===== src/rtl/inst_fetch_ctrl_pkg.sv =====
// Shared types and constants for the instruction fetch controller.
// Bus widths, default NOP encoding, FSM encoding, counter width helper.
package inst_fetch_ctrl_pkg;

  localparam int INST_ADDR_W = 32;
  localparam int INST_DATA_W = 32;

  localparam logic [INST_DATA_W-1:0] NOP_INST_DEF = 32'h0000_0000;

  typedef enum logic [1:0] {
    ST_IDLE  = 2'd0,
    ST_BUSY  = 2'd1,
    ST_DRAIN = 2'd2
  } fetch_state_t;

  function automatic int unsigned cnt_width(input int unsigned n);
    return (n > 2) ? $clog2(n) : 1;
  endfunction

endpackage


===== src/rtl/inst_fetch_ctrl_timeout_cnt.sv =====
// Per-fetch bus timeout counter: clear, enable, terminal-count output.
// Ports: clk, rst, i_clr, i_en in; o_tc out (count == TIMEOUT_CYC-1).
module inst_fetch_ctrl_timeout_cnt
  import inst_fetch_ctrl_pkg::*;
#(
  parameter int unsigned TIMEOUT_CYC = 64
) (
  input  logic clk,
  input  logic rst,
  input  logic i_clr,
  input  logic i_en,
  output logic o_tc
);

  localparam int unsigned CW = cnt_width(TIMEOUT_CYC);
  localparam logic [CW-1:0] TC_VAL = CW'(TIMEOUT_CYC - 1);

  logic [CW-1:0] r_cnt;

  assign o_tc = i_en && (r_cnt == TC_VAL);

  // Saturates at terminal count; the FSM leaves the wait state there.
  always_ff @(posedge clk) begin
    if (rst || i_clr) begin
      r_cnt <= '0;
    end else if (i_en && !o_tc) begin
      r_cnt <= r_cnt + CW'(1);
    end
  end

endmodule


===== src/rtl/inst_fetch_ctrl.sv =====
// Instruction fetch controller: one-entry holding register, bus FSM.
// Ports: core side (ce/addr/data/stall/flush), bus side (req/addr/ack/rdata), err.
module inst_fetch_ctrl
  import inst_fetch_ctrl_pkg::*;
#(
  parameter int unsigned TIMEOUT_CYC = 64,
  parameter logic [INST_DATA_W-1:0] NOP_INST = NOP_INST_DEF
) (
  input  logic                   clk,
  input  logic                   rst,
  input  logic                   core_ce_i,
  input  logic [INST_ADDR_W-1:0] core_addr_i,
  output logic [INST_DATA_W-1:0] core_data_o,
  output logic                   stallreq_o,
  input  logic                   flush_i,
  output logic                   bus_req_o,
  output logic [INST_ADDR_W-1:0] bus_addr_o,
  input  logic                   bus_ack_i,
  input  logic [INST_DATA_W-1:0] bus_rdata_i,
  output logic                   err_o
);

  fetch_state_t r_state;
  fetch_state_t w_state_n;

  logic [INST_DATA_W-1:0] r_data;
  logic [INST_DATA_W-1:0] w_data_n;
  logic [INST_ADDR_W-1:0] r_tag;
  logic [INST_ADDR_W-1:0] w_tag_n;
  logic                   r_valid;
  logic                   w_valid_n;
  logic                   r_req;
  logic                   w_req_n;
  logic [INST_ADDR_W-1:0] r_addr;
  logic [INST_ADDR_W-1:0] w_addr_n;
  logic                   r_err;
  logic                   w_err_n;

  logic w_hit;
  logic w_cnt_clr;
  logic w_cnt_en;
  logic w_tc;

  // Gating with rst keeps the core stalled on NOP while in reset.
  assign w_hit = !rst && (r_state == ST_IDLE) && r_valid
               && (r_tag == core_addr_i);

  assign core_data_o = w_hit ? r_data : NOP_INST;
  assign stallreq_o  = core_ce_i && !w_hit;
  assign bus_req_o   = r_req;
  assign bus_addr_o  = r_addr;
  assign err_o       = r_err;

  assign w_cnt_en = (r_state != ST_IDLE);

  inst_fetch_ctrl_timeout_cnt #(
    .TIMEOUT_CYC (TIMEOUT_CYC)
  ) u_tocnt (
    .clk   (clk),
    .rst   (rst),
    .i_clr (w_cnt_clr),
    .i_en  (w_cnt_en),
    .o_tc  (w_tc)
  );

  always_comb begin
    w_state_n = r_state;
    w_data_n  = r_data;
    w_tag_n   = r_tag;
    w_valid_n = r_valid && !flush_i;
    w_req_n   = r_req;
    w_addr_n  = r_addr;
    w_err_n   = 1'b0;
    w_cnt_clr = 1'b0;
    unique case (r_state)
      ST_IDLE: begin
        if (core_ce_i && !w_hit && !flush_i) begin
          w_state_n = ST_BUSY;
          w_req_n   = 1'b1;
          w_addr_n  = core_addr_i;
          w_cnt_clr = 1'b1;
        end
      end
      ST_BUSY: begin
        // Timeout wins over a same-cycle ack.
        if (w_tc) begin
          w_state_n = ST_IDLE;
          w_req_n   = 1'b0;
          w_data_n  = NOP_INST;
          w_tag_n   = r_addr;
          w_valid_n = !flush_i;
          w_err_n   = 1'b1;
        end else if (bus_ack_i) begin
          w_state_n = ST_IDLE;
          w_req_n   = 1'b0;
          if (!flush_i) begin
            w_data_n  = bus_rdata_i;
            w_tag_n   = r_addr;
            w_valid_n = 1'b1;
          end
        end else if (flush_i) begin
          w_state_n = ST_DRAIN;
          w_cnt_clr = 1'b1;
        end
      end
      ST_DRAIN: begin
        if (w_tc || bus_ack_i) begin
          w_state_n = ST_IDLE;
          w_req_n   = 1'b0;
        end
      end
      default: begin
        w_state_n = ST_IDLE;
        w_req_n   = 1'b0;
      end
    endcase
  end

  always_ff @(posedge clk) begin
    if (rst) begin
      r_state <= ST_IDLE;
      r_data  <= '0;
      r_tag   <= '0;
      r_valid <= 1'b0;
      r_req   <= 1'b0;
      r_addr  <= '0;
      r_err   <= 1'b0;
    end else begin
      r_state <= w_state_n;
      r_data  <= w_data_n;
      r_tag   <= w_tag_n;
      r_valid <= w_valid_n;
      r_req   <= w_req_n;
      r_addr  <= w_addr_n;
      r_err   <= w_err_n;
    end
  end

endmodule


===== config.mk =====
export PLATFORM = sky130hd
export DESIGN_NAME = inst_fetch_ctrl
export DESIGN_NICKNAME = d
export VERILOG_FILES = /design/src/rtl/inst_fetch_ctrl_pkg.sv /design/src/rtl/inst_fetch_ctrl_timeout_cnt.sv /design/src/rtl/inst_fetch_ctrl.sv
export SDC_FILE = /design/constraint.sdc
export NUM_CORES = 1
export LEC_CHECK = 0
export ABC_CLOCK_PERIOD_IN_PS = 4380
export BUFFER_PORTS_ARGS = -buffer_cell sky130_fd_sc_hd__clkbuf_2
export CAP_MARGIN = 0
export CORE_ASPECT_RATIO = 1.1
export CORE_MARGIN = 4
export CORE_UTILIZATION = 55
export CTS_CLUSTER_SIZE = 25
export DETAILED_ROUTE_END_ITERATION = 7
export MAX_ROUTING_LAYER = met4
export PLACE_DENSITY = 0.84
export SYNTH_ARGS = -nofsm -noshare
export SYNTH_HDL_FRONTEND = slang
export SYNTH_SLANG_ARGS = --single-unit

===== constraint.sdc =====
create_clock -name clk -period 4.38 [get_ports clk]
set_input_delay 0.438 -clock clk [delete_from_list [all_inputs] [get_ports clk]]
set_output_delay 0.438 -clock clk [all_outputs]
set_load 0.005 [all_outputs]

# Yosys cells after proc, flatten, opt, wreduce, memory -nomap -nowiden
# Index checks and enable logic that the tools add are counted.
# totals
regBits	107
n_memories	0
mem_bits_ro	0
in_bits	69
latch_bits	0
ram_bits	0
output_inout_bits	67
word_cells	69
# classes
n_bitwise	1
div	0
n_shift	0
reduce_logical	22
n_mul	0
mux	28
n_eq_ne	9
magnitude_cmp	0
n_addsub	1
# ops
op	n
2-to-1 mux 32 bit	7
== test 32 bit	1
2-to-1 mux 1 bit	13
2-to-1 mux 2 bit	5
AND reduction 3 bit	3
logical AND 1 bit	8
adder 6 x 1 -> 6 bit (second input constant)	1
== test 6 bit (second input constant)	1
case mux 2 bit (3 select lines)	1
zero test 1 bit	4
!= test 2 x 1 -> 1 bit (second input constant)	2
!= test 4 x 3 -> 1 bit (second input constant)	1
nonzero test 2 bit	2
!= test 3 x 2 -> 1 bit (second input constant)	1
case mux 1 bit (3 select lines)	1
== test 2 x 1 -> 1 bit (second input constant)	1
== test 2 bit (second input constant)	1
zero test 2 bit	1
logical OR 1 bit	2
!= test 2 bit (second input constant)	1
case mux 1 bit (2 select lines)	1
AND reduction 2 bit	1
OR reduction 2 bit	1
inverter 1 bit	1

# Depth between registers and ports, before layout
# Gate-level depths: netlist (run 1).
# logic_depth
ltp_word	10
ltp_mapped	9
mapped_depth_nobuf	7

# Cells and area by module
# Synthesis (run 1) repeated with hierarchy kept, for this count alone.
# unflattened
cells_unflattened	561
area_unflattened_um2	4899.7
# by_module_without_submodules
module	n_inst	cells_each	area_per_inst_um2	seq_area_each_um2
inst_fetch_ctrl	1	528	4598.2	2021.9
inst_fetch_ctrl_timeout_cnt	1	33	301.5	120.1

# Worst setup path before layout (run 1)
# Ideal clock, no wire load.
# synth_timing
path_kind	input to output
start	in core_addr_i[3]
end	out core_data_o[10]
path_buffers	2
t_arrival_ns	1.915
stages	7
setup_slack_ns	2.027
t_required_ns	3.942
path_cell_list	xor2_1 -> nor4_1 -> nand4_1 -> nor4_4 -> buf_4 -> clkbuf_2 -> and2_1
# synth_between
elab_chain_len	3
# synth_rtl
item	line	text
start: declaration	inst_fetch_ctrl.sv:12	input logic [INST_ADDR_W-1:0] core_addr_i,
== test 32 bit	inst_fetch_ctrl.sv:46	&& (r_tag == core_addr_i);
logical AND 1 bit	inst_fetch_ctrl.sv:46	
2-to-1 mux 32 bit	inst_fetch_ctrl.sv:48	assign core_data_o = w_hit ? r_data : NOP_INST;
end: declaration	inst_fetch_ctrl.sv:13	output logic [INST_DATA_W-1:0] core_data_o,
# Every way passes these cells.

# Final worst setup path (run 1)
# layout_timing
start	reg r_tag[30]
end	out core_data_o[20]
# layout_between
elab_chain_len	3
# layout_rtl
item	line	text
start: declaration	inst_fetch_ctrl.sv:28	logic [INST_ADDR_W-1:0] r_tag;
start signal: assignment	inst_fetch_ctrl.sv:131	r_tag <= w_tag_n;
== test 32 bit	inst_fetch_ctrl.sv:46	
logical AND 1 bit	inst_fetch_ctrl.sv:46	
2-to-1 mux 32 bit	inst_fetch_ctrl.sv:48	
# Every way passes these cells.

==> metrics.log, run 1 <==
INFO  metric outcome = completed
INFO  metric criticalPathCategory = reg -> out
INFO  metric final.fill_count = about 660
INFO  metric layoutNonFillerInstCount = around 790
INFO  metric achievable-frequency = 323 MHz
INFO  metric setup_violations = 0
INFO  metric detail_route.drc_violations = 0
INFO  metric yosysUniqueCellTypes = 31
INFO  metric die_height = 104 µm
INFO  metric synth_top_family_by_area = simple AND/OR/NAND/NOR gates
INFO  metric ir_drop = about 190 µV
INFO  metric max_cap_viol_count = 0
INFO  metric synth.cell_area = roughly 0.0046 mm²
INFO  metric placed_cells_incl_taps = between 700 and 800
INFO  metric rsz0062_at_grt = false
INFO  metric number_of_nets_produced_by_synthesis = ~640
INFO  metric cp-start-kind = flop
INFO  metric worst-slew-pin-transition = approximately 1200 ps
INFO  metric grt_antenna_before_repair = 0
INFO  metric detail_route.wl_per_cell = about 15 µm
INFO  metric critical_path.max_fanout = 68
INFO  metric synth_simple_gate_area_share = 0.268
INFO  metric ys_ff_latch = 107
INFO  metric final.period_utilization = 0.708
INFO  metric routed_via_density = between 5 and 6
INFO  metric syn-mean-instance-area = ~8.2 µm²
INFO  metric finalWeightedCongestion = between 0.8 and 0.9
INFO  metric maximum_number_of_pins_on_one_net_before_global_route_repair = between 100 and 150
INFO  metric cts_inserted_buffers = 9
INFO  metric gr-usage-all-layers = 0.235
INFO  metric design_area = around 0.0055 mm²
INFO  metric die_width = roughly 95 µm
INFO  metric multi_input_comb_area = between 0.002 and 0.0025 mm²
INFO  metric fraction_of_synthesized_cell_area_in_xor_and_xnor_cells = 0.0700
INFO  metric clk_path_buf_depth = 2
INFO  metric cts.hold.buffers_added = 0
INFO  metric post_synth_fa_ha_maj_area_fraction = 0.00487
INFO  metric worst_setup_hold_path_clk_slew = 100 ps
INFO  metric power_density = about 320 mW/mm²
INFO  metric drt_pre_antenna_iters = 4
INFO  metric slew_headroom = 0.189
INFO  metric clk_root_buffer_cell = sky130_fd_sc_hd__clkbuf_8
INFO  metric worst-endpoint-arrival = 2660 ps
INFO  metric maxSlewViolCount = 0
INFO  metric placed_area = 0.00531 mm²
INFO  metric num_rows = 34
INFO  metric core_area = between 0.008 and 0.009 mm²
INFO  metric critPathRequiredTime = approximately 4000 ps
INFO  metric areaGrowthSynthToFinish = 19.2%
INFO  metric finalHoldViolations = 0
INFO  metric clk-insertion-delay-late = 370 ps
INFO  metric synth.yosys.seq_area_share = 0.463
INFO  metric yosys-mux-area-fraction = 0.00216
INFO  metric tritoncts = yes
INFO  metric global_route.overflow_total = 0
INFO  metric finalCriticalPeriod = roughly 3100 ps
INFO  metric seq_area = ~0.0021 mm²
INFO  metric ctsHtreeMaxLevel = 3
INFO  metric drive_gt1_frac = 0.284
INFO  metric syn_inst = approximately 570
INFO  metric timing.setup.tns = 0 ps
INFO  metric detail_route.wirelength = about 12 mm
INFO  metric synthesized_area_fraction_occupied_by_ao_oa_aoi_and_oai_cells = 0.151
INFO  metric number_of_global_route_vias_before_repair = 3982
INFO  metric ios = 136
INFO  metric yosysWarnings = 0
INFO  metric first_pass_grt_wire_length = about 18 mm
INFO  metric ctsResizeCount = 0
INFO  metric die_ar = 0.00995 mm²
INFO  metric hp-class = in -> reg
INFO  metric initial_utilization = 0.575
INFO  metric io_buffers = 135
INFO  metric holdWs = between 200 and 300 ps
INFO  metric leakagePower = approximately 0.0023 µW
INFO  metric timing.critical_path.to_type = primary output
INFO  metric via_count = 4259
INFO  metric dp_hpwl = 7.90 mm
INFO  metric insertedDiodeCount = 0
INFO  metric antenna_violating_nets_post_route = 0
INFO  metric drt_first_iter_violations = 180
INFO  metric number_of_clock_sinks = around 110
INFO  metric clock_skew = ~17 ps
INFO  metric post_cts_setup_buffer_count = 0
INFO  metric design.final.nets = approximately 740
## path summary, 6_finish.rpt
| check | cells past startpoint | slack, ps | from | end |
|---|---|---|---|---|
| setup / recovery | 7 | 1280 | r_tag[30]$_SDFFE_PP0P_ | core_data_o[20] |
| hold / removal | 3 | 300 | bus_rdata_i[3] | r_data[3]$_SDFFE_PP0P_ |
| setup reg to reg | 8 | 1690 | u_tocnt.r_cnt[0]$_SDFFE_PP0P_ | r_data[19]$_SDFFE_PP0P_ |
| hold reg to reg | 2 | 450 | r_data[29]$_SDFFE_PP0P_ | r_data[29]$_SDFFE_PP0P_ |
## synth_stat cells
cell / n / area share
sky130_fd_sc_hd__maj3_1: 1 / 0.0022
sky130_fd_sc_hd__or3b_2: 32 / 0.061
sky130_fd_sc_hd__inv_1: 3 / 0.0024
sky130_fd_sc_hd__nor2b_1: 5 / 0.0068
sky130_fd_sc_hd__nand3b_1: 1 / 0.0016
sky130_fd_sc_hd__nor3b_1: 1 / 0.0016
sky130_fd_sc_hd__nor4_1: 8 / 0.011
sky130_fd_sc_hd__o21ai_1: 1 / 0.0011
sky130_fd_sc_hd__buf_1: 6 / 0.0049
sky130_fd_sc_hd__nand4_1: 4 / 0.0054
sky130_fd_sc_hd__dfxtp_1: 107 / 0.46
sky130_fd_sc_hd__o22ai_1: 1 / 0.0014
sky130_fd_sc_hd__xnor2_1: 5 / 0.0095
sky130_fd_sc_hd__nor2_1: 7 / 0.0057
sky130_fd_sc_hd__xor2_1: 32 / 0.061
sky130_fd_sc_hd__clkbuf_1: 30 / 0.024
sky130_fd_sc_hd__ha_1: 1 / 0.0027
sky130_fd_sc_hd__and2_1: 33 / 0.045
sky130_fd_sc_hd__a21oi_1: 99 / 0.11
sky130_fd_sc_hd__o21ai_0: 33 / 0.036
sky130_fd_sc_hd__buf_2: 1 / 0.0011
sky130_fd_sc_hd__buf_4: 1 / 0.0016
sky130_fd_sc_hd__nand3_1: 34 / 0.037
sky130_fd_sc_hd__nand2_1: 104 / 0.084
sky130_fd_sc_hd__clkbuf_2: 6 / 0.0065
sky130_fd_sc_hd__nor4_4: 1 / 0.0046
sky130_fd_sc_hd__a41oi_1: 2 / 0.0038
sky130_fd_sc_hd__and4_1: 1 / 0.0019
sky130_fd_sc_hd__mux2i_1: 1 / 0.0022
sky130_fd_sc_hd__a2bb2o_1: 1 / 0.0022
sky130_fd_sc_hd__nor3_1: 3 / 0.0032
## per-stage QoR
| stage | setup slack, ps | power, µW | utilization |
|---|---|---|---|
| floorplan | 2030 | 1110 | - |
| global placement | 1520 | 1180 | 0.660 |
| detailed placement | 1440 | 1180 | 0.660 |
| CTS | 1240 | 1790 | 0.686 |
| global route | 1120 | 1860 | 0.686 |
| finish | 1280 | 1780 | 0.686 |
## placed cells by master (no fill, tap or decap)
| cell | instances |
|---|---|
| sky130_fd_sc_hd__mux2i_1 | 1 |
| sky130_fd_sc_hd__or3b_2 | 32 |
| sky130_fd_sc_hd__clkbuf_8 | 10 |
| sky130_fd_sc_hd__dfxtp_1 | 107 |
| sky130_fd_sc_hd__clkinv_2 | 1 |
| sky130_fd_sc_hd__xnor2_1 | 5 |
| sky130_fd_sc_hd__nand2_1 | 103 |
| sky130_fd_sc_hd__bufinv_16 | 1 |
| sky130_fd_sc_hd__and2_1 | 32 |
| sky130_fd_sc_hd__a41oi_1 | 2 |
| sky130_fd_sc_hd__nor4_1 | 8 |
| sky130_fd_sc_hd__nand2_2 | 1 |
| sky130_fd_sc_hd__nor2_1 | 7 |
| sky130_fd_sc_hd__a21oi_1 | 99 |
| sky130_fd_sc_hd__ha_1 | 1 |
| sky130_fd_sc_hd__clkinv_4 | 2 |
| sky130_fd_sc_hd__o21ai_1 | 1 |
| sky130_fd_sc_hd__nor4_4 | 1 |
| sky130_fd_sc_hd__xor2_1 | 32 |
| sky130_fd_sc_hd__nor3_1 | 3 |
| sky130_fd_sc_hd__maj3_1 | 1 |
| sky130_fd_sc_hd__buf_4 | 6 |
| sky130_fd_sc_hd__nor3b_1 | 1 |
| sky130_fd_sc_hd__inv_6 | 2 |
| sky130_fd_sc_hd__nand3_2 | 1 |
| sky130_fd_sc_hd__o21ai_0 | 33 |
| sky130_fd_sc_hd__clkbuf_2 | 134 |
| sky130_fd_sc_hd__nand3b_1 | 1 |
| sky130_fd_sc_hd__and2_2 | 1 |
| sky130_fd_sc_hd__and4_1 | 1 |
| sky130_fd_sc_hd__nand3_1 | 33 |
| sky130_fd_sc_hd__o22ai_1 | 1 |
| sky130_fd_sc_hd__inv_1 | 3 |
| sky130_fd_sc_hd__nor2b_1 | 5 |
| sky130_fd_sc_hd__nand4_1 | 4 |
| sky130_fd_sc_hd__a2bb2o_1 | 1 |
## cell families (layout without fill, tap and decap cells)
logic type,count (synthesis),in the layout
flops,107,107
compound gates,137,137
fa+ha+maj,2,2
buf+inv,47,159
simple gates,234,234
xor+xnor,37,37
mux,1,1
## layer usage
layer,part of all wire,wire length (µm),global-route usage
met5,0,0,-
met4,0.015,176,0.0722
met3,0.061,711,0.0478
met2,0.50,5820,0.384
met1,0.42,4920,0.289
## layout make-up
| cell class | count | area share |
|---|---|---|
| Clock buffer | 10 | 0.0249 |
| Multi-Input combinational cell | 411 | 0.418 |
| Tap cell | 108 | 0.0245 |
| Inverter | 3 | 0.00204 |
| Sequential cell | 107 | 0.388 |
| Timing Repair Buffer | 140 | 0.130 |
| Clock inverter | 6 | 0.0127 |
## critical path, stage by stage, from the launching register on
cell	delay, ps
sky130_fd_sc_hd__dfxtp_1	340
sky130_fd_sc_hd__xor2_1	180
sky130_fd_sc_hd__nor4_1	410
sky130_fd_sc_hd__nand4_1	200
sky130_fd_sc_hd__nor4_4	310
sky130_fd_sc_hd__buf_4	500
sky130_fd_sc_hd__and2_1	220
sky130_fd_sc_hd__clkbuf_2	110
## flip-flops by register name, indices dropped and copies added (netlist names)
| signal | count |
|---|---|
| err_o | 1 |
| u_tocnt.r_cnt | 6 |
| r_valid | 1 |
| bus_addr_o | 32 |
| r_state | 2 |
| r_tag | 32 |
| bus_req_o | 1 |
| r_data | 32 |
## report_power, final
group	leakage (µW)	switching, µW	total (µW)	internal (µW)
clock	0.000107	338	624	285
combinational	0.00128	82.3	149	66.9
sequential	0.000866	15.5	1010	994
total	0.00226	436	1780	1350
No activity file was read; power rests on OpenSTA's default activity.
==> run 2: changes to the inputs <==
--- a/config.mk
+++ b/config.mk
@@ -5,16 +5,16 @@
 export SDC_FILE = /design/constraint.sdc
 export NUM_CORES = 1
 export LEC_CHECK = 0
-export ABC_CLOCK_PERIOD_IN_PS = 4380
+export ABC_CLOCK_PERIOD_IN_PS = 2700
 export BUFFER_PORTS_ARGS = -buffer_cell sky130_fd_sc_hd__clkbuf_2
 export CAP_MARGIN = 0
 export CORE_ASPECT_RATIO = 1.1
 export CORE_MARGIN = 4
-export CORE_UTILIZATION = 55
+export CORE_UTILIZATION = 47
 export CTS_CLUSTER_SIZE = 25
 export DETAILED_ROUTE_END_ITERATION = 7
 export MAX_ROUTING_LAYER = met4
-export PLACE_DENSITY = 0.84
+export PLACE_DENSITY = 0.77
 export SYNTH_ARGS = -nofsm -noshare
 export SYNTH_HDL_FRONTEND = slang
 export SYNTH_SLANG_ARGS = --single-unit
==> constraint.sdc (replaced) <==
create_clock -name clk -period 2.7 [get_ports clk]
set_input_delay 0.27 -clock clk [delete_from_list [all_inputs] [get_ports clk]]
set_output_delay 0.27 -clock clk [all_outputs]
set_load 0.005 [all_outputs]
==> run 2 against run 1 <==
  * Register-to-register slack worse by 1200 ps
  * Power rose by 55%
  * Combinational power increased by 66%
  * Cell area grew 1.5%
  * Largest power group unchanged
  * Highest routed layer unchanged
  * Non-clock buffer count rose by 8
  * Global-route usage fell by 3.3 points
  * Die area grew 16%
  * Critical path depth grew 2
  * Setup slack worse by 1100 ps
  * Clock power rose by 40%
==> metrics.log, run 2 (synthesized netlist as in run 1, its figures left out) <==
INFO  metric timing.critical_path.cells = xor2_1, nor4_2, buf_4, nand4_1, nor4_4, buf_4, buf_6, and2_1, clkbuf_2
INFO  metric power_density = 492 mW/mm² (+52%)
INFO  metric first_pass_grt_wire_length = 18.4 mm (-0.37%)
INFO  metric tritoncts = yes
INFO  metric criticalPathCategory = reg -> out
INFO  metric clk_root_buffer_cell = sky130_fd_sc_hd__clkbuf_8
INFO  metric detail_route.wirelength.met1 = 5.15 mm (+4.7%)
INFO  metric setup.reg_to_reg.worst_slack = 520 ps (-1170 ps)
INFO  metric initial_utilization = 0.488 (-0.0879)
INFO  metric final.fill_count = 838 (+27%)
INFO  metric timing.critical_path.slowest_stage_cell = sky130_fd_sc_hd__dfxtp_1
INFO  metric critical-path-top-cell-by-count = sky130_fd_sc_hd__buf_4
INFO  metric insertedDiodeCount = 0 (unchanged)
INFO  metric num_rows = 37 (+8.8%)
INFO  metric switching_share = 0.251 (+0.00650)
INFO  metric io_buffers = 135 (unchanged)
INFO  metric timing.critical_path.to_type = primary output
INFO  metric worst_setup_hold_path_clk_slew = 100 ps (about the same)
INFO  metric critPathRequiredTime = 2430 ps (-1510 ps)
INFO  metric ios = 136 (unchanged)
INFO  metric number_of_global_route_vias_before_repair = 3894 (-2.2%)
INFO  metric outcome = completed
INFO  metric cpPeakStageDelay = 340 ps (-160 ps)
INFO  metric share_comb_of_total_power = 0.090 (+0.006)
INFO  metric design_power_total = 2750 µW (+55%)
INFO  metric dp_hpwl = 7.95 mm (+0.63%)
INFO  metric seq_power_share = 0.594 (+0.028)
INFO  metric layout.cells.most_common_list = sky130_fd_sc_hd__clkbuf_2, sky130_fd_sc_hd__dfxtp_1, sky130_fd_sc_hd__nand2_1
INFO  metric cts_inserted_buffers = 9 (unchanged)
INFO  metric timing.setup.tns = 0 ps (unchanged)
INFO  metric achievable-frequency = about 400 MHz
INFO  metric worst-endpoint-arrival = 2290 ps (-370 ps)
INFO  metric max_cap_viol_count = 0 (unchanged)
INFO  metric cts.hold.buffers_added = 0 (unchanged)
INFO  metric die_ar = 0.0115 mm² (+16%)
INFO  metric clk_path_buf_depth = 2 (unchanged)
INFO  metric drive_gt1_frac = 0.292 (+0.00837)
INFO  metric areaGrowthSynthToFinish = 21.0%
INFO  metric global_route.overflow_total = 0 (unchanged)
INFO  metric ctsHtreeMaxLevel = 3 (unchanged)
INFO  metric detail_route.drc_violations = 0 (unchanged)
INFO  metric die_height = 112 µm (+7.5%)
INFO  metric final.period_utilization = 0.946
INFO  metric number_of_clock_sinks = 107 (unchanged)
INFO  metric detail_route.wl_per_cell = 14.6 µm (-1.2%)
INFO  metric via_count = 4228 (-0.73%)
INFO  metric ir_drop = 355 µV (+84%)
INFO  metric die_width = 103 µm (+7.5%)
INFO  metric design.final.nets = 750 (+1.1%)
INFO  metric maximum_number_of_pins_on_one_net_before_global_route_repair = 104 (unchanged)
INFO  metric drt_pre_antenna_iters = 6 (+2)
INFO  metric layoutNonFillerInstCount = 802 (+2.2%)
INFO  metric antenna_violating_nets_post_route = 0 (unchanged)
INFO  metric total_switching_power = 692 µW (+59%)
INFO  metric placed_cells_incl_taps = 782 (+1.7%)
INFO  metric critical_path.max_fanout = 29 (-57%)
INFO  metric top_layer_used = met4
INFO  metric power_frac_clock = 0.316 (-0.034)
INFO  metric clk-insertion-delay-late = 360 ps (about the same)
INFO  metric routed_via_density = 5.27 (-2.8%)
INFO  metric cpLargestDelayFamily = simple AND/OR/NAND/NOR gates
INFO  metric drt_first_iter_violations = 180 (unchanged)
INFO  metric cp-start-kind = flop
INFO  metric slew_headroom = 0.310 (+0.121)
INFO  metric met3_length = 764 µm (+7.5%)
INFO  metric critPathBufInv = 4 (+2)
INFO  metric core_area = 0.00949 mm² (+18%)
INFO  metric maxSlewViolCount = 0 (unchanged)
INFO  metric leading_cell_type_in_the_layout_fill_and_taps_excluded = sky130_fd_sc_hd__clkbuf_2
INFO  metric worst-slew-pin-transition = 1040 ps (-177 ps)
INFO  metric cell_internal_pwr = 2060 µW (+53%)
INFO  metric leakagePower = 0.00229 µW (+1.5%)
INFO  metric finalHoldViolations = 0 (unchanged)
INFO  metric finalWeightedCongestion = 0.819 (-1.6%)
INFO  metric grt_antenna_before_repair = 0 (unchanged)
INFO  metric met2_wirelength = 5.62 mm (-3.5%)
INFO  metric hp-class = in -> reg
INFO  metric setup_violations = 0 (unchanged)
INFO  metric gr-usage-all-layers = 0.201 (-0.0334)
INFO  metric detail_route.wirelength = 11.7 mm (+0.95%)
INFO  metric clock_skew = 11.1 ps (-5.97 ps)
INFO  metric finalCriticalPeriod = between 2000 and 3000 ps
run 2: power groups by stage:
stage	Sequential [µW]	Clock [µW]	Combinational (µW)
after detailed placement	1670	0	247
after CTS	1640	900	248
after global placement	1670	0	240
after global routing	1640	961	273
after floorplan	1670	0	126
final	1640	871	247
run 2: worst register-to-register path, stage by stage (launching register included):
cell                      delay [ps]
sky130_fd_sc_hd__dfxtp_1         420
sky130_fd_sc_hd__ha_1            210
sky130_fd_sc_hd__and4_1          240
sky130_fd_sc_hd__nand2_1         100
sky130_fd_sc_hd__o21ai_0         150
sky130_fd_sc_hd__and2_2          390
sky130_fd_sc_hd__buf_12          280
sky130_fd_sc_hd__nand3_1         130
sky130_fd_sc_hd__a21oi_1         180
run 2: worst paths after layout:
path                                                    start                      end  cells after the start
worst max-delay path                   r_tag[14]$_SDFFE_PP0P_           core_data_o[2]                      9
worst min-delay path                           bus_rdata_i[5]   r_data[5]$_SDFFE_PP0P_                      3
worst max register to register  u_tocnt.r_cnt[0]$_SDFFE_PP0P_  r_data[20]$_SDFFE_PP0P_                      8
worst min register to register        r_data[12]$_SDFFE_PP0P_  r_data[12]$_SDFFE_PP0P_                      2
run 2: layout make-up:
class	count	area, µm²	area share
clock inverter	6	41.3	0.00738
tap	117	146	0.0262
timing repair buffer	148	817	0.146
multi-input combinational	411	2310	0.413
sequential	107	2140	0.383
inverter	3	11.3	0.00201
clock buffer	10	128	0.0228
run 2: timing repair:
item,4_1_cts,5_1_grt
gates cloned,0,2
endpoints found under the setup margin,13,33
buffers inserted,0,2
pin swaps,0,1
resized for setup,0,3
run 2: through the flow:
| step | instance area, µm² | hold WS [ps] | setup WS (ps) | util |
|---|---|---|---|---|
| finish | 5600 | 139 | 145 | 0.590 |
| floorplan | 4630 | 347 | 645 | - |
| global placement | 5380 | 434 | 352 | 0.566 |
| detailed placement | 5380 | 439 | 346 | 0.566 |
| CTS | 5540 | 120 | -13.0 | 0.584 |
| global route | 5600 | 117 | -12.4 | 0.590 |
run 2: layer usage:
metal | GRT usage | vias up
li1 | - | 2141
met1 | 0.255 | 1923
met2 | 0.321 | 143
met3 | 0.0404 | 21
met4 | 0.0630 | 0
met5 | - | -
